## config.mk

```make
export PLATFORM = sky130hd
export DESIGN_NAME = serial_link_tx
export DESIGN_NICKNAME = d
export VERILOG_FILES = /design/src/rtl/serial_link_tx.sv
export SDC_FILE = /design/constraint.sdc
export NUM_CORES = 1
export LEC_CHECK = 0
export CORE_ASPECT_RATIO = 0.6
export CORE_UTILIZATION = 58
export CTS_CLUSTER_DIAMETER = 40
export DETAILED_ROUTE_END_ITERATION = 7
export PLACE_DENSITY = 0.84
export SETUP_SLACK_MARGIN = 0.1
export SYNTH_ARGS = -nofsm -noshare
export SYNTH_HDL_FRONTEND = slang
export SYNTH_SLANG_ARGS = --single-unit
```

## constraint.sdc

```tcl
create_clock -name clk -period 3.2 [get_ports clk]
set_input_delay 0.64 -clock clk [delete_from_list [all_inputs] [get_ports clk]]
set_output_delay 0.64 -clock clk [all_outputs]
set_load 0.1 [all_outputs]
```

## src/rtl/serial_link_tx.sv

```systemverilog
// Transmit end of the 1-bit inter-node serial link: accepts flits through a valid/busy handshake and
// frames them as START, LSB-first data, even parity and a gap, gated by the receiver's busy line.
module serial_link_tx #(
  parameter int unsigned FLIT_W = 16,
  parameter int unsigned CNT_W  = 20
) (
  input  logic              clk,
  input  logic              reset,
  input  logic [FLIT_W-1:0] item_in,
  input  logic              valid,
  output logic              busy,
  input  logic              rx_busy_remote,
  output logic              tx_data,
  output logic              tx_active,
  output logic [CNT_W-1:0]  flit_counter
);

  localparam int unsigned BitCntW = $clog2(FLIT_W + 1);
  localparam logic [BitCntW-1:0] LastBit = BitCntW'(FLIT_W - 1);

  typedef enum logic [2:0] {
    StIdle,
    StStart,
    StData,
    StParity,
    StGap
  } state_e;

  state_e              state_q, state_d;
  logic [FLIT_W-1:0]   hold_q, hold_d;
  logic                hold_full_q, hold_full_d;
  logic [FLIT_W-1:0]   shift_q, shift_d;
  logic                parity_q, parity_d;
  logic [BitCntW-1:0]  bit_cnt_q, bit_cnt_d;
  logic                tx_data_q, tx_data_d;
  logic                tx_active_q, tx_active_d;
  logic [CNT_W-1:0]    cnt_q, cnt_d;
  logic                sync1_q, busy_s_q;
  logic                load_ok;

  // Downstream busy is treated as asserted until the synchronizer has seen it low.
  always_ff @(posedge clk or posedge reset) begin
    if (reset) begin
      state_q     <= StIdle;
      hold_q      <= '0;
      hold_full_q <= 1'b0;
      shift_q     <= '0;
      parity_q    <= 1'b0;
      bit_cnt_q   <= '0;
      tx_data_q   <= 1'b0;
      tx_active_q <= 1'b0;
      cnt_q       <= '0;
      sync1_q     <= 1'b1;
      busy_s_q    <= 1'b1;
    end else begin
      state_q     <= state_d;
      hold_q      <= hold_d;
      hold_full_q <= hold_full_d;
      shift_q     <= shift_d;
      parity_q    <= parity_d;
      bit_cnt_q   <= bit_cnt_d;
      tx_data_q   <= tx_data_d;
      tx_active_q <= tx_active_d;
      cnt_q       <= cnt_d;
      sync1_q     <= rx_busy_remote;
      busy_s_q    <= sync1_q;
    end
  end

  assign load_ok = hold_full_q && !busy_s_q;

  // tx_data_d/tx_active_d describe the state being entered, so the line is fully registered.
  always_comb begin
    state_d     = state_q;
    hold_d      = hold_q;
    hold_full_d = hold_full_q;
    shift_d     = shift_q;
    parity_d    = parity_q;
    bit_cnt_d   = bit_cnt_q;
    cnt_d       = cnt_q;
    tx_data_d   = 1'b0;
    tx_active_d = 1'b0;

    if (valid && !hold_full_q) begin
      hold_d      = item_in;
      hold_full_d = 1'b1;
    end

    unique case (state_q)
      StIdle, StGap: begin
        if (load_ok) begin
          state_d     = StStart;
          shift_d     = hold_q;
          parity_d    = ^hold_q;
          hold_full_d = 1'b0;
          tx_data_d   = 1'b1;
          tx_active_d = 1'b1;
        end else begin
          state_d = StIdle;
        end
      end
      StStart: begin
        state_d     = StData;
        bit_cnt_d   = '0;
        tx_data_d   = shift_q[0];
        shift_d     = shift_q >> 1;
        tx_active_d = 1'b1;
      end
      StData: begin
        tx_active_d = 1'b1;
        if (bit_cnt_q == LastBit) begin
          state_d   = StParity;
          tx_data_d = parity_q;
        end else begin
          tx_data_d = shift_q[0];
          shift_d   = shift_q >> 1;
          bit_cnt_d = bit_cnt_q + BitCntW'(1);
        end
      end
      StParity: begin
        state_d = StGap;
        cnt_d   = cnt_q + CNT_W'(1);
      end
      default: state_d = StIdle;
    endcase
  end

  assign busy         = hold_full_q;
  assign tx_data      = tx_data_q;
  assign tx_active    = tx_active_q;
  assign flit_counter = cnt_q;

endmodule

```

== After elaboration in Yosys (flattened, before gate mapping) ==
Cells that the tools add are included.
Cells by class
  bitwise logic cells: 0
  divide/modulo/power cells: 0
  reduce and logical (&&, ||, !) cells: 13
  order comparisons: 0
  $mul: 0
  multiplexer cells: 15
  shift-type cells: 0
  $add $sub $neg: 2
  eq/ne operators: 8
Operators with widths (number)
  case mux 16 bit (3 select lines): 1
  2-to-1 mux 16 bit: 2
  adder 20 x 1 -> 20 bit (second input constant): 1
  XOR reduction 16 bit: 1
  case mux 3 bit (4 select lines): 1
  case mux 5 bit (2 select lines): 1
  == test 3 x 2 -> 1 bit (second input constant): 2
  2-to-1 mux 1 bit: 6
  inequality test 2 bit (second input constant): 3
  adder 5 x 1 -> 5 bit (second input constant): 1
  == test 5 x 4 -> 1 bit (second input constant): 1
  2-to-1 mux 5 bit: 1
  AND reduction 2 bit: 2
  OR reduction 2 bit: 2
  == test 3 x 1 -> 1 bit (second input constant): 1
  == test 3 bit (second input constant): 1
  logical NOT 3 bit: 1
  2-to-1 mux 3 bit: 1
  case mux 1 bit (3 select lines): 1
  AND reduction 3 bit: 1
  nonzero test 3 bit: 1
  logical AND 1 bit: 2
  logical NOT 1 bit: 2
  case mux 1 bit (2 select lines): 1
  nonzero test 2 bit: 1
Word-level totals
  output and inout bits: 23
  memory bits (read-only): 0
  bits in registers: 66
  bits in latches: 0
  RAM bits: 0
  input port bits: 20
  word-level logic and storage cells: 49
  memories: 0

== Depth between registers and ports, before layout ==
Gate-level depths: netlist (run 1).
  word-level depth: 5
  gate-level depth with buffers: 9
  depth with buffers taken out: 8

== Worst setup path after synthesis (run 1) ==
Ideal clock, no wire load.
  kind: register to register
  from: reg cnt_q[3], in the netlist flit_counter[3]
  to: reg cnt_q[16], in the netlist flit_counter[16]
  path buffers: 0
  period minus slack after synthesis: 2.322 ns
  setup slack: 0.878 ns
  data arrival time: 2.159 ns
  setup time: 0.163 ns
  cell stages (with the launch flop): 6
  cell sequence: dfrtp_1 > and4_1 > nand4_1 > or3_4 > nor3_2 > xor2_1
Between the ends
  cells in the longest elaborated chain, start to end: 1
RTL lines
  start, declared: line 37  | logic [CNT_W-1:0] cnt_q, cnt_d;
  start signal, assigned: line 64  | cnt_q <= cnt_d;
  adder 20 x 1 -> 20 bit: line 122  | cnt_d = cnt_q + CNT_W'(1);
Every way passes these cells.
A chain may end at the register's enable or synchronous reset.

== Final worst setup path (run 1) ==
  from: reg bit_cnt_q[0]
  to: reg shift_q[6]
Between the ends
  cells in the longest elaborated chain, start to end: 3
RTL lines
  start, declared: line 34  | logic [BitCntW-1:0] bit_cnt_q, bit_cnt_d;
  start signal, assigned: line 61  | bit_cnt_q <= bit_cnt_d;
  == test 5 x 4 -> 1 bit: line 111  | if (bit_cnt_q == LastBit) begin
  inequality test 2 bit (no source line)
  AND reduction 3 bit (no source line)
  end signal, assigned: line 59  | shift_q <= shift_d;
  end, declared: line 32  | logic [FLIT_W-1:0] shift_q, shift_d;
Every way passes these cells.

==> results of run 1 <==
==> metal layers <==
layer	routed length (um)	vias up	track usage, %
li1	-	963	-
met4	83	0	8.442
met5	0	-	0
met1	2666	937	34.34
met3	291	10	7.743
met2	2364	57	32.96
==> registers in the layout, indices dropped and copies added, names as in the netlist <==
register      count
busy              1
parity_q          1
flit_counter     20
sync1_q           1
tx_data           1
state_q           3
shift_q          16
hold_q           16
busy_s_q          1
tx_active         1
bit_cnt_q         5
==> path summary, 6_finish.rpt <==
kind                            cells after the start              end         start  slack, ps
worst max-delay path                                8       shift_q[6]  bit_cnt_q[0]        940
worst min-delay path                                0         busy_s_q       sync1_q        350
worst max register to register                      8       shift_q[6]  bit_cnt_q[0]        940
worst min register to register                      0         busy_s_q       sync1_q        350
max in group asynchronous                           3      shift_q[13]         reset       1900
min in group asynchronous                           2  flit_counter[3]         reset        680
==> area by class of cell <==
cell class,instances,area [um^2]
sequential,66,1654
multi-input combinational,173,1291
fill,306,1182
timing repair buffer,44,390.4
clock buffer,14,172.7
tap,63,78.83
inverter,6,22.52
clock inverter,2,10.01
==> placed cells by master (no fill, tap or decap), types with 2 or more instances in the layout <==
| cell | count |
|---|---|
| sky130_fd_sc_hd__nor2_1 | 13 |
| sky130_fd_sc_hd__mux2i_1 | 16 |
| sky130_fd_sc_hd__xor2_1 | 7 |
| sky130_fd_sc_hd__mux2_2 | 17 |
| sky130_fd_sc_hd__a21oi_1 | 3 |
| sky130_fd_sc_hd__nand4_1 | 3 |
| sky130_fd_sc_hd__dfstp_2 | 2 |
| sky130_fd_sc_hd__nor2b_1 | 2 |
| sky130_fd_sc_hd__or2_2 | 2 |
| sky130_fd_sc_hd__a22o_1 | 3 |
| sky130_fd_sc_hd__nand2b_1 | 2 |
| sky130_fd_sc_hd__and3_1 | 4 |
| sky130_fd_sc_hd__inv_1 | 5 |
| sky130_fd_sc_hd__o21ai_0 | 23 |
| sky130_fd_sc_hd__clkbuf_8 | 12 |
| sky130_fd_sc_hd__clkdlybuf4s50_1 | 19 |
| sky130_fd_sc_hd__clkbuf_1 | 2 |
| sky130_fd_sc_hd__xnor2_1 | 27 |
| sky130_fd_sc_hd__dfrtp_1 | 64 |
| sky130_fd_sc_hd__nand3_1 | 4 |
| sky130_fd_sc_hd__clkinv_2 | 2 |
| sky130_fd_sc_hd__ha_1 | 3 |
| sky130_fd_sc_hd__nand2_1 | 25 |
| sky130_fd_sc_hd__buf_4 | 24 |
==> where the power goes <==
part / internal [mW] / switching (mW) / leakage, nW
Combinational: 0.767 / 1.01 / 0.714
Clock: 0.343 / 0.297 / 0.0965
Sequential: 1.14 / 0.291 / 0.834
Total: 2.25 / 1.59 / 1.64
==> cells by family (layout without fill, tap and decap cells) <==
group / Yosys count / count (layout)
DFF: 66 / 66
buffers and inverters: 17 / 66
AOI/OAI and AO/OA: 35 / 35
adders and majority gates: 3 / 3
xor gates and xnor gates: 35 / 35
muxes: 33 / 33
and+or+nand+nor: 67 / 67
==> critical path, cell delays in order (launching register included) <==
cell	delay, ps
sky130_fd_sc_hd__dfrtp_1	430
sky130_fd_sc_hd__ha_1	250
sky130_fd_sc_hd__and3_1	200
sky130_fd_sc_hd__ha_1	230
sky130_fd_sc_hd__nor2b_1	240
sky130_fd_sc_hd__mux2i_1	140
sky130_fd_sc_hd__o21ba_2	400
sky130_fd_sc_hd__nand2_1	130
sky130_fd_sc_hd__o21ai_0	90
==> through the flow <==
step	util, %	cell area [um^2]	total power, mW
floorplan	-	3032	2.901
global placement	71.57	3437	3.170
detailed placement	71.57	3437	3.213
CTS	75.38	3620	3.876
global route	75.38	3620	4.134
finish	75.38	3620	3.846
==> metrics.txt, run 1 <==
# TYPE chip_impl_metric gauge
chip_impl_info{name="run_status",value="completed"} 1
chip_impl_metric{name="cts_resized",unit=""} 0
chip_impl_metric{name="synth.mux.area_fraction",unit="%"} 11.60
chip_impl_metric{name="layoutNonFillerInstCount",unit=""} 368
chip_impl_info{name="holdCritPathClass",value="register to register"} 1
chip_impl_info{name="synth_top_family_by_area",value="simple AND/OR/NAND/NOR gates"} 1
chip_impl_metric{name="post_drt_wl_per_cell",unit="um"} 14.69
chip_impl_metric{name="synth_simple_gate_area_share",unit="%"} 12.63
chip_impl_info{name="start_kind",value="register"} 1
chip_impl_metric{name="syn_nets",unit=""} 279
chip_impl_metric{name="detailedPlacementHpwl",unit="mm"} 3.715
chip_impl_metric{name="synth_compound_gate_area_share",unit="%"} 6.768
chip_impl_metric{name="synthCells",unit=""} 256
chip_impl_metric{name="async_s_r_ff_share_synth",unit="%"} 100.0
chip_impl_metric{name="ports_placed_on_the_boundary",unit=""} 43
chip_impl_metric{name="number_of_clock_sinks_seen_by_cts",unit=""} 66
chip_impl_metric{name="die_area",unit="um^2"} 5529
chip_impl_metric{name="wire_length_after_detailed_routing",unit="mm"} 5.405
chip_impl_metric{name="core_region_area",unit="um^2"} 4802
chip_impl_metric{name="final.setup_skew",unit="ps"} 7.599
chip_impl_metric{name="post_synth_fa_ha_maj_area_fraction",unit="%"} 1.238
chip_impl_info{name="cts_tree",value="built"} 1
chip_impl_metric{name="synth_area",unit="um^2"} 3032
chip_impl_metric{name="grt_remaining_overflow",unit=""} 0
chip_impl_metric{name="detailedRoute.firstIterationViolations",unit=""} 63
chip_impl_metric{name="cts_post_setup_buffers_inserted",unit=""} 0
chip_impl_metric{name="yosys_warnings",unit=""} 0
chip_impl_metric{name="postLayoutSetupSlackWorst",unit="ps"} 940.9
chip_impl_metric{name="floorplan.rows",unit=""} 19
chip_impl_metric{name="first_global_vias",unit=""} 1907
chip_impl_metric{name="buffer_ports.inserted",unit=""} 42
chip_impl_metric{name="max_slew.worst_pin.slew",unit="ps"} 608.6
chip_impl_metric{name="timing.setup.tns",unit="ps"} 0
chip_impl_metric{name="synthesis_stage_register_bit_count",unit=""} 66
chip_impl_metric{name="area_growth",unit="%"} 19.40
chip_impl_metric{name="clk-insertion-delay-late",unit="ps"} 340
chip_impl_metric{name="timing.final.max_slew_violations",unit=""} 0
chip_impl_metric{name="static-leakage-power",unit="nW"} 1.644
chip_impl_info{name="synthTopCellsByArea",value="sky130_fd_sc_hd__dfrtp_1 53%, sky130_fd_sc_hd__xnor2_1 7.8%, sky130_fd_sc_hd__mux2_2 6.3%"} 1
chip_impl_metric{name="max-clock-path-buffers",unit=""} 2
chip_impl_metric{name="setup_viol_count_final",unit=""} 0
chip_impl_metric{name="post_placement_cell_count",unit=""} 352
chip_impl_metric{name="grt_use_total",unit="%"} 23.50
chip_impl_metric{name="pre_cts_slack",unit="ps"} 983.3
chip_impl_metric{name="cts_buffers",unit=""} 9
chip_impl_metric{name="place_congestion",unit=""} 0.8078
chip_impl_metric{name="final_cycle_share",unit="%"} 70.60
chip_impl_metric{name="grt_start_max_net_pins",unit=""} 40
chip_impl_metric{name="synth_top_area_share",unit="%"} 52.83
chip_impl_metric{name="hold_buffers",unit=""} 0
chip_impl_info{name="synthMostInstantiatedCell",value="sky130_fd_sc_hd__dfrtp_1"} 1
chip_impl_info{name="ys.flop_type",value="sky130_fd_sc_hd__dfrtp_1"} 1
chip_impl_metric{name="vias",unit=""} 1967
chip_impl_info{name="clock-root-buffer",value="sky130_fd_sc_hd__clkbuf_8"} 1
chip_impl_info{name="post_synth_most_frequent_cells",value="64 x sky130_fd_sc_hd__dfrtp_1, 27 x sky130_fd_sc_hd__xnor2_1, 25 x sky130_fd_sc_hd__nand2_1, 23 x sky130_fd_sc_hd__o21ai_0, 17 x sky130_fd_sc_hd__mux2_2"} 1
chip_impl_metric{name="parity_gate_share_of_the_synthesized_area_counting_xor_and_xnor_cells",unit="%"} 10.36
chip_impl_metric{name="worstPathRequired",unit="ps"} 3400
chip_impl_metric{name="grt_first_pass_wirelength",unit="mm"} 9.439
chip_impl_metric{name="floorplan.die.width",unit="um"} 95.34
chip_impl_metric{name="synth_seq_area_share",unit="%"} 54.56
chip_impl_metric{name="max-cap-violations",unit=""} 0
chip_impl_metric{name="cp_max_fo",unit=""} 32
chip_impl_metric{name="cts-htree-levels",unit=""} 3
chip_impl_metric{name="max_freq",unit="MHz"} 442.7
chip_impl_metric{name="drt_pre_antenna_iters",unit=""} 4
chip_impl_metric{name="diodes",unit=""} 0
chip_impl_metric{name="post-route-drc-count",unit=""} 0
chip_impl_info{name="synth_top_cell_by_area",value="sky130_fd_sc_hd__dfrtp_1"} 1
chip_impl_metric{name="vdd_drop_max",unit="V"} 0.0005904
chip_impl_info{name="worst_setup_path_end_kind",value="register"} 1
chip_impl_metric{name="yosys.cell_types.count",unit=""} 42
chip_impl_metric{name="start_util",unit="%"} 63.13
chip_impl_metric{name="route.detailed.vias_per_inst",unit=""} 5.345
chip_impl_metric{name="final_nets",unit=""} 323
chip_impl_metric{name="final_hold_viol_count",unit=""} 0
chip_impl_metric{name="timing.slew.headroom",unit="%"} 59.33
chip_impl_info{name="crit_type",value="register to register"} 1
chip_impl_metric{name="syn_area_per_cell",unit="um^2"} 11.84
chip_impl_metric{name="final.hold.worst_slack",unit="ps"} 354.4
chip_impl_info{name="grt_setup_unrepaired",value="no"} 1
chip_impl_metric{name="worst-endpoint-arrival",unit="ps"} 2460
chip_impl_metric{name="ant_nets",unit=""} 0
chip_impl_metric{name="antenna_violations_before_repair",unit=""} 0
chip_impl_metric{name="period_minus_slack",unit="ps"} 2259
chip_impl_metric{name="synth_enable_flop_cells",unit=""} 0
chip_impl_metric{name="final_layout_size_suffix_gt1_share",unit="%"} 22.95
chip_impl_metric{name="chipHeight",unit="um"} 58
chip_impl_metric{name="total_power_divided_by_cell_area",unit="nW/um^2"} 1062
chip_impl_metric{name="cts.reportedPaths.clkPinSlew",unit="ps"} 70
Power figures use the tool's default switching activity.
==> run 2: changes to the inputs <==
CORE_UTILIZATION = 54   (was 58)
PLACE_DENSITY = 0.79   (was 0.84)
clock period = 2.2 ns   (was 3.2 ns; I/O delays follow)
==> run 2 against run 1 <==
  * First-iteration DRC count rose by 32%
  * Clock-buffer cell count fell by 1
  * Global-route usage fell by 1.8 points
  * Combinational power rose by 65%
  * Largest power group unchanged
  * Clock skew fell by 1.2 ps
==> metrics.txt, run 2 (synthesis results as in run 1) <==
# TYPE chip_impl_metric gauge
chip_impl_info{name="run_status",value="completed"} 1
chip_impl_metric{name="total_power_divided_by_cell_area",unit="nW/um^2"} 1560
chip_impl_metric{name="grt_use_total",unit="%"} 21.70
chip_impl_info{name="cts_tree",value="built"} 1
chip_impl_metric{name="max-clock-path-buffers",unit=""} 2
chip_impl_info{name="timing_startpoint_of_the_critical_path",value="bit_cnt_q[0]"} 1
chip_impl_info{name="critical_path.endpoint",value="shift_q[5]"} 1
chip_impl_metric{name="worstPathRequired",unit="ps"} 2410
chip_impl_metric{name="timing.slew.headroom",unit="%"} 77.58
chip_impl_metric{name="largest_reg_flops",unit=""} 20
chip_impl_info{name="min_from",value="sync1_q"} 1
chip_impl_metric{name="chipHeight",unit="um"} 60.04
chip_impl_metric{name="wire_length_after_detailed_routing",unit="mm"} 5.783
chip_impl_info{name="worst_setup_path_end_kind",value="register"} 1
chip_impl_metric{name="p_sw",unit="mW"} 2.417
chip_impl_metric{name="grt_first_pass_wirelength",unit="mm"} 9.480
chip_impl_info{name="grt_setup_unrepaired",value="yes"} 1
chip_impl_metric{name="post-route-drc-count",unit=""} 0
chip_impl_info{name="mostFrequentLayoutCells",value="51 x sky130_fd_sc_hd__dfrtp_1, 29 x sky130_fd_sc_hd__buf_4, 27 x sky130_fd_sc_hd__xnor2_1"} 1
chip_impl_metric{name="vdd_drop_max",unit="V"} 0.0008727
chip_impl_metric{name="place_congestion",unit=""} 0.7651
chip_impl_metric{name="first_global_vias",unit=""} 1948
chip_impl_metric{name="buffer_ports.inserted",unit=""} 42
chip_impl_metric{name="final.setup_skew",unit="ps"} 6.368
chip_impl_metric{name="swShare",unit="%"} 41.98
chip_impl_metric{name="drt_pre_antenna_iters",unit=""} 5
chip_impl_metric{name="floorplan.die.width",unit="um"} 98.73
chip_impl_metric{name="timing.setup.tns",unit="ps"} 0
chip_impl_metric{name="number_of_clock_sinks_seen_by_cts",unit=""} 66
chip_impl_metric{name="cts_buffers",unit=""} 9
chip_impl_metric{name="start_util",unit="%"} 57.97
chip_impl_metric{name="die_area",unit="um^2"} 5928
chip_impl_metric{name="power.combinational.fraction",unit="%"} 50.8
chip_impl_metric{name="max_freq",unit="MHz"} 502.9
chip_impl_metric{name="final_layout_size_suffix_gt1_share",unit="%"} 28.39
chip_impl_metric{name="post_drt_wl_per_cell",unit="um"} 15.38
chip_impl_metric{name="diodes",unit=""} 0
chip_impl_info{name="holdCritPathClass",value="register to register"} 1
chip_impl_metric{name="area_growth",unit="%"} 21.75
chip_impl_metric{name="power_frac_clock",unit="%"} 14.0
chip_impl_metric{name="final_cycle_share",unit="%"} 90.38
chip_impl_metric{name="core_region_area",unit="um^2"} 5230
chip_impl_metric{name="cts.reportedPaths.clkPinSlew",unit="ps"} 60
chip_impl_metric{name="route.detailed.vias_per_inst",unit=""} 5.394
chip_impl_metric{name="dpl_cell_area",unit="um^2"} 3511
chip_impl_metric{name="setup_viol_count_final",unit=""} 0
chip_impl_metric{name="ant_nets",unit=""} 0
chip_impl_metric{name="postLayoutCellArea",unit="um^2"} 3691
chip_impl_metric{name="antenna_violations_before_repair",unit=""} 0
chip_impl_metric{name="cts-htree-levels",unit=""} 3
chip_impl_metric{name="detailedRoute.firstIterationViolations",unit=""} 83
chip_impl_metric{name="final_nets",unit=""} 330
chip_impl_metric{name="intPower",unit="mW"} 3.340
chip_impl_info{name="startpoint_of_the_worst_register_to_register_path",value="bit_cnt_q[0]"} 1
chip_impl_metric{name="detailedPlacementHpwl",unit="mm"} 3.847
chip_impl_metric{name="worst_r2r_path_depth",unit=""} 7
chip_impl_metric{name="cp_max_fo",unit=""} 16
chip_impl_metric{name="period_minus_slack",unit="ps"} 1988
chip_impl_metric{name="worst-endpoint-arrival",unit="ps"} 2200
chip_impl_info{name="crit_type",value="register to register"} 1
chip_impl_metric{name="seqPwrFrac",unit="%"} 35.2
chip_impl_metric{name="post-route-util",unit="%"} 70.57
chip_impl_metric{name="ports_placed_on_the_boundary",unit=""} 43
chip_impl_metric{name="max-cap-violations",unit=""} 0
chip_impl_info{name="start_kind",value="register"} 1
chip_impl_metric{name="clk-insertion-delay-late",unit="ps"} 340
chip_impl_metric{name="floorplan.rows",unit=""} 20
chip_impl_metric{name="grt_start_max_net_pins",unit=""} 67
chip_impl_metric{name="grt_remaining_overflow",unit=""} 0
chip_impl_metric{name="final_hold_viol_count",unit=""} 0
chip_impl_metric{name="filler_cell_count",unit=""} 381
chip_impl_metric{name="vias",unit=""} 2028
chip_impl_info{name="ff_to_ff_end",value="shift_q[5]"} 1
chip_impl_info{name="clock-root-buffer",value="sky130_fd_sc_hd__clkbuf_8"} 1
chip_impl_metric{name="r2r_slack",unit="ps"} 210
chip_impl_metric{name="timing.final.max_slew_violations",unit=""} 0
chip_impl_metric{name="max_slew.worst_pin.slew",unit="ps"} 329.8
chip_impl_info{name="final_common_cell",value="sky130_fd_sc_hd__dfrtp_1"} 1
chip_impl_metric{name="static-leakage-power",unit="nW"} 1.641
run 2: cell count changes in the layout (fill, tap and decap cells not counted), moves of 2 or more:
cell	change
sky130_fd_sc_hd__buf_4	+5
sky130_fd_sc_hd__o21ba_4	+2
sky130_fd_sc_hd__clkbuf_1	+2
sky130_fd_sc_hd__clkbuf_8	-3
sky130_fd_sc_hd__dfrtp_2	+13
sky130_fd_sc_hd__dfrtp_1	-13
run 2: layout make-up:
| class | instances | area (um^2) | area share, % |
|---|---|---|---|
| multi-input combinational | 174 | 1320 | 35.76 |
| clock buffer | 13 | 138.9 | 3.763 |
| inverter | 6 | 26.28 | 0.7119 |
| tap | 66 | 82.58 | 2.237 |
| clock inverter | 1 | 5.005 | 0.1356 |
| timing repair buffer | 50 | 447.9 | 12.14 |
| sequential | 66 | 1670 | 45.25 |
run 2: metrics by stage:
step	setup WS, ps	hold WS, ps	cells	power, mW
after floorplan	132.3	345.2	256	4.226
after global placement	180.6	346.8	360	4.720
after detailed placement	1.505	348.1	360	4.847
after CTS	115.4	357.3	374	5.695
after global routing	84.18	360.6	376	6.153
final	211.7	356.8	376	5.757
run 2: repair_timing:
action | 4_1_cts | 5_1_grt
gates cloned | 0 | 1
endpoints found under the setup margin | 16 | 16
hold buffers | 0 | 0
pin swaps | 0 | 1
resized for setup | 2 | 3
buffers inserted | 0 | 1
run 2: layer usage:
layer | GRT usage [%] | vias up | wire, um
met1 | 29.55 | 1005 | 2985
met2 | 32.90 | 46 | 2471
li1 | - | 972 | -
met4 | 7.036 | 0 | 55
met5 | 0 | - | 0
met3 | 7.719 | 5 | 271
run 2: worst max-delay path, stage by stage, from the launching register on:
cell and delay [ps]:
sky130_fd_sc_hd__dfrtp_1 400, sky130_fd_sc_hd__ha_1 230, sky130_fd_sc_hd__and3_1 170, sky130_fd_sc_hd__ha_1 220, sky130_fd_sc_hd__nor2b_2 70, sky130_fd_sc_hd__mux2i_2 290, sky130_fd_sc_hd__o21ba_4 330, sky130_fd_sc_hd__o21ai_0 130
run 2: worst min path at each step:
stage	endpoint	slack (ps)	cells past startpoint
after global placement	busy_s_q	350	0
final	busy_s_q	360	0
after global routing	busy_s_q	360	0
after CTS	busy_s_q	360	0
after floorplan	busy_s_q	350	0
after detailed placement	busy_s_q	350	0
run 2: power groups by stage:
stage,sequential [mW],clock [mW],combinational (mW)
detailed placement,2.05,0,2.80
global route,2.09,0.889,3.17
finish,2.03,0.805,2.92
floorplan,2.41,0,1.82
global placement,2.02,0,2.70
CTS,2.03,0.833,2.83
